--- src/rtl/booth_seq_mul_if.sv ---
// Start/done handshake and operand/result bundle for the sequential Booth multiplier.
// The control sequencer is the master; the multiplier is the slave.
interface booth_seq_mul_if #(
    parameter int WIDTH = 32
);
    logic                   Start;
    logic [WIDTH-1:0]       Multiplicand;
    logic [WIDTH-1:0]       Multiplier;
    logic                   Busy;
    logic                   Done;
    logic [2*WIDTH-1:0]     Product;

    modport master (
        output Start, Multiplicand, Multiplier,
        input  Busy, Done, Product
    );

    modport slave (
        input  Start, Multiplicand, Multiplier,
        output Busy, Done, Product
    );
endinterface

--- src/rtl/booth_seq_mul.sv ---
// Signed WIDTHxWIDTH multiplier, radix-4 Booth, one bit-pair per clock.
// Latency WIDTH/2 cycles from the Start edge to Done; one product per WIDTH/2+1 cycles.
// Start is ignored while Busy; Done is a one-cycle pulse, Product holds until the next completion.
module booth_seq_mul #(
    parameter int WIDTH = 32
) (
    input  logic            Clock,
    input  logic            Clear,
    booth_seq_mul_if.slave  bus
);
    localparam int AW   = WIDTH + 2;
    localparam int ITER = WIDTH / 2;
    localparam int CW   = $clog2(ITER) + 1;

    generate
        if ((WIDTH % 2) != 0 || WIDTH < 4) begin : g_bad_width
            $error("booth_seq_mul: WIDTH must be even and at least 4");
        end
    endgenerate

    typedef enum logic [1:0] {
        IDLE,
        RUN,
        DONE
    } state_t;

    state_t             state;
    state_t             state_nxt;

    logic [AW-1:0]      m_reg;
    logic [AW-1:0]      a_reg;
    logic [WIDTH-1:0]   q_reg;
    logic               q_1;
    logic [CW-1:0]      cnt;
    logic [2*WIDTH-1:0] product_reg;

    logic [AW-1:0]      addend;
    logic [AW-1:0]      sum;
    logic [AW-1:0]      a_shf;
    logic [WIDTH-1:0]   q_shf;
    logic               accept;
    logic               last_iter;

    assign accept    = bus.Start && (state == IDLE || state == DONE);
    assign last_iter = (cnt == CW'(ITER - 1));

    // Booth recoding of the current bit pair plus the bit shifted out last time.
    always_comb begin
        addend = '0;
        case ({q_reg[1:0], q_1})
            3'b001, 3'b010: addend = m_reg;
            3'b011:         addend = m_reg << 1;
            3'b100:         addend = -(m_reg << 1);
            3'b101, 3'b110: addend = -m_reg;
            default:        addend = '0;
        endcase
    end

    // Two guard bits in A keep A +/- 2M exact, so the arithmetic shift never loses sign.
    assign sum   = a_reg + addend;
    assign a_shf = {{2{sum[AW-1]}}, sum[AW-1:2]};
    assign q_shf = {sum[1:0], q_reg[WIDTH-1:2]};

    always_ff @(posedge Clock or posedge Clear) begin
        if (Clear) begin
            state <= IDLE;
        end else begin
            state <= state_nxt;
        end
    end

    always_comb begin
        state_nxt = state;
        case (state)
            IDLE:    if (bus.Start) state_nxt = RUN;
            RUN:     if (last_iter) state_nxt = DONE;
            DONE:    state_nxt = bus.Start ? RUN : IDLE;
            default: state_nxt = IDLE;
        endcase
    end

    always_ff @(posedge Clock or posedge Clear) begin
        if (Clear) begin
            m_reg       <= '0;
            a_reg       <= '0;
            q_reg       <= '0;
            q_1         <= 1'b0;
            cnt         <= '0;
            product_reg <= '0;
        end else if (accept) begin
            m_reg <= {{2{bus.Multiplicand[WIDTH-1]}}, bus.Multiplicand};
            a_reg <= '0;
            q_reg <= bus.Multiplier;
            q_1   <= 1'b0;
            cnt   <= '0;
        end else if (state == RUN) begin
            a_reg <= a_shf;
            q_reg <= q_shf;
            q_1   <= q_reg[1];
            cnt   <= cnt + 1'b1;
            // Only the final iteration publishes, so Product never shows a partial sum.
            if (last_iter) begin
                product_reg <= {a_shf[WIDTH-1:0], q_shf};
            end
        end
    end

    assign bus.Busy    = (state == RUN);
    assign bus.Done    = (state == DONE);
    assign bus.Product = product_reg;

endmodule

--- src/flat_wrapper.sv ---
// flat-port wrapper written by rule: the top's interface ports become plain ports
module booth_seq_mul_flat 
#(
    parameter int WIDTH = 32
)
  (Clock, Clear, bus_Start, bus_Multiplicand, bus_Multiplier, bus_Busy, bus_Done, bus_Product);
  booth_seq_mul_if #(.WIDTH(WIDTH)) bus_i ();
  input  logic Clock;
  input  logic Clear;
  input wire logic [$bits(bus_i.Start)-1:0] bus_Start;
  input wire logic [$bits(bus_i.Multiplicand)-1:0] bus_Multiplicand;
  input wire logic [$bits(bus_i.Multiplier)-1:0] bus_Multiplier;
  output wire logic [$bits(bus_i.Busy)-1:0] bus_Busy;
  output wire logic [$bits(bus_i.Done)-1:0] bus_Done;
  output wire logic [$bits(bus_i.Product)-1:0] bus_Product;
  assign bus_i.Start = bus_Start;
  assign bus_i.Multiplicand = bus_Multiplicand;
  assign bus_i.Multiplier = bus_Multiplier;
  assign bus_Busy = bus_i.Busy;
  assign bus_Done = bus_i.Done;
  assign bus_Product = bus_i.Product;
  booth_seq_mul #(.WIDTH(WIDTH)) u_core (.Clock(Clock), .Clear(Clear), .bus(bus_i));
endmodule
--- config.mk ---
export PLATFORM = sky130hd
export DESIGN_NAME = booth_seq_mul_flat
export DESIGN_NICKNAME = d
export VERILOG_FILES = /design/src/rtl/booth_seq_mul_if.sv /design/src/rtl/booth_seq_mul.sv /design/src/flat_wrapper.sv
export SDC_FILE = /design/constraint.sdc
export NUM_CORES = 1
export LEC_CHECK = 0
export CAP_MARGIN = 10
export CORE_MARGIN = 2
export CORE_UTILIZATION = 40
export CTS_CLUSTER_DIAMETER = 200
export DETAILED_ROUTE_END_ITERATION = 16
export GPL_TIMING_DRIVEN = 1
export PLACE_DENSITY = 0.67
export SLEW_MARGIN = 20
export SYNTH_ARGS = -nofsm -noshare
export SYNTH_HDL_FRONTEND = slang
export SYNTH_SLANG_ARGS = --single-unit
--- constraint.sdc ---
create_clock -name Clock -period 7.81 [get_ports Clock]
set_input_delay 1.562 -clock Clock [delete_from_list [all_inputs] [get_ports Clock]]
set_output_delay 1.562 -clock Clock [all_outputs]
set_load 0.05 [all_outputs]
==> impl_metrics.toml <==
[die]
die_y_um = 163
rows = 58
die_x_um = 163
core_sq_um = 25040
pin_count = 133
die-area_sq_um = 26570
start_util_pct = 40.39

[grt]
gr-usage-all-layers_pct = 21.69
grt_pass1_vias = 8387
antenna_found_initial = 0
grt_pass1_wl_um = 45570
grt-ovfl-total = 0
grt_max_degree = 101

[setup_path]
r2r_start = "u_core.q_reg[1]"
path_class = "flop to flop"
reg2reg_depth = 17
cp.arrival_ps = 5680
crit_fanout = 49
r2r-end = "u_core.bus.Product[62]"
endpoint_kind = "flop"
cp.required_ps = 8090
ff2ff_setup_slack_ps = 2400
worstSetupStartpointType = "flop"

[route]
first_iter_violations = 586
highest-signal-layer = "met4"
wl_met2_um = 13240
wirelength_um = 28220
final_antenna_net_count = 0
drcViolationCount = 0
via_count = 8617
drtPass1Iterations = 5
wl_met1_um = 12440
wl_met3_um = 1885
detail_route.vias_per_cell = 5.673
avgRoutedWirePerCell_um = 18.58

[clocking]
clk_pin_slew_ps = 80
cts_resized = 0
cts_buffers = 17
h-tree-depth = 4
root_buffer = "clkbuf_16"
cts_tree = "yes"
cts.sinks = 168
worstSkewPairLatency_ps = 450
clock_path_buffers = 2
ctsHoldBuffers = 0
cts_setup_buffers = 0

[final_layout]
largest_reg_flops = 64
drive_above_1_share_pct = 12.45
syn2layout_area_growth_pct = 21.48
antenna_cells = 0
fillers = 2367
fin_nets = 1280

[yosys]
synth_top_family_by_area = "compound AO/OA/AOI/OAI gates"
yosysMostFrequentCell = "nand2_1"
syn_area_per_cell_sq_um = 9.269
synthMuxAreaShare_pct = 9.045
synth_compound_area_share_pct = 19.80
netlist.top_cell.by_area = "dfrtp_1"
synth_edf_count = 0
synth_fa_ha_area_share_pct = 4.652
syn_area_sq_um = 10110
ys_ff_latch = 168
synthTopCellsByArea = "dfrtp_1 (42%), mux2_2 (8.4%), nand2_1 (6.6%)"
synth_cell_types = 73
synthSimpleGateAreaFrac_pct = 15.76
synth_fp_nets = 1195
synth_xor_area_share_pct = 5.358
synth_flop_cell = "dfrtp_1"
async_flop_share_pct = 100.0
synthCells = 1091
yosys.area.top_type_share_pct = 41.57
synth_common_cells = "nand2_1 (179), dfrtp_1 (168), o21ai_0 (98)"
ys_seq_area_share_pct = 41.57
synth-warning-count = 0

[sta]
period_share_pct = 69.24
worstMarginPinSlew_ps = 997.0
fin_crit_ps = 5407
final_hold_viol_count = 0
fin_ws_ps = 2403
setup_viol = 0
tns_ps = 0
grt_setup_unrepaired = "no"
maxSlewViolCount = 0
fmax_ghz = 0.1849
fin_hold_ws_ps = 485.6
fin_skew_ps = 16.12
maxSlewHeadroom_pct = 33.29

[min_path]
hold_path_class = "flop to flop"
hold_path.startpoint = "u_core.bus.Product[60]"
hold_depth = 2
hold_end = "u_core.bus.Product[60]"

[placed_design]
gp_congestion = 0.9210
dp_hpwl_um = 19030
port_buffers = 132
pre_cts_slack_ps = 2548

[flow_run]
cap_viol_max_count = 0

[outcome]
status = "finished, final reports clean"
-- logic make-up (layout without fill, tap and decap cells) --
kind of cell / count (synthesis) / count (layout)
AO/OA/AOI/OAI: 313 / 313
XOR/XNOR: 61 / 61
adder cells (fa/ha/maj): 37 / 37
buffers and inverters: 96 / 194
flip-flops: 168 / 168
multiplexers: 82 / 82
AND/OR/NAND/NOR: 334 / 334
-- metal layers --
metal | up-vias | track usage [%]
li1 | 4081 | -
met1 | 4198 | 28.20
met2 | 294 | 35.61
met3 | 44 | 5.118
met4 | 0 | 7.281
met5 | - | 0
-- placed cells by master (no fill, tap or decap), types with 9 or more instances in the layout --
cell	count
ha_1	36
xor2_1	21
a22oi_1	50
a21o_1	12
o31ai_1	9
xnor2_1	39
a22o_1	16
nand2_1	178
clkbuf_16	17
inv_1	16
clkdlybuf4s50_1	132
buf_4	10
nor2_1	55
nor3_1	18
o21ai_0	98
dfrtp_1	168
or3_1	9
a21oi_1	63
mux2_2	75
-- through the flow --
stage               utilization (%)  cell area [sq um]  instances
global route                  49.07              12280       1519
detailed placement            46.47              11630       1487
floorplan                         -              10110       1091
finish                        49.07              12280       1519
global placement              46.47              11630       1487
CTS                           49.07              12280       1519
-- worst max-delay path: stages (launching register included) --
cell	delay [ps]
dfrtp_1	320
buf_4	420
inv_1	450
nor2_1	430
nand2_1	310
buf_4	350
o21ai_0	200
a22oi_1	110
o21ai_0	210
ha_1	290
a21o_1	170
a21oi_1	70
o2bb2ai_1	340
a21oi_1	220
o31a_1	440
o311ai_1	470
mux2i_1	240
o311ai_0	160
-- final cells by class --
| type | count | area [sq um] | area share, % |
|---|---|---|---|
| multi-input combinational | 827 | 5540 | 45.10 |
| sequential | 168 | 4204 | 34.22 |
| timing repair buffer | 142 | 1396 | 11.37 |
| clock buffer | 17 | 425.4 | 3.463 |
| tap | 330 | 412.9 | 3.361 |
| clock inverter | 15 | 225.2 | 1.833 |
| inverter | 20 | 80.08 | 0.6519 |
-- worst max-delay path by stage --
stage / start / end / slack [ps] / depth (start not counted)
2_1_floorplan: Clear / u_core.a_reg[0] / 1700 / 1
3_3_place_gp: u_core.q_reg[1] / u_core.bus.Product[62] / 2550 / 17
3_5_place_dp: u_core.q_reg[1] / u_core.bus.Product[62] / 2550 / 17
4_1_cts: u_core.q_reg[1] / u_core.bus.Product[62] / 2500 / 17
5_1_grt: u_core.q_reg[1] / u_core.bus.Product[62] / 2060 / 17
6_report: u_core.q_reg[1] / u_core.bus.Product[62] / 2400 / 17
Power is not shown: default switching activity piles up to over one toggle a cycle in this logic, so the estimate is an artifact.
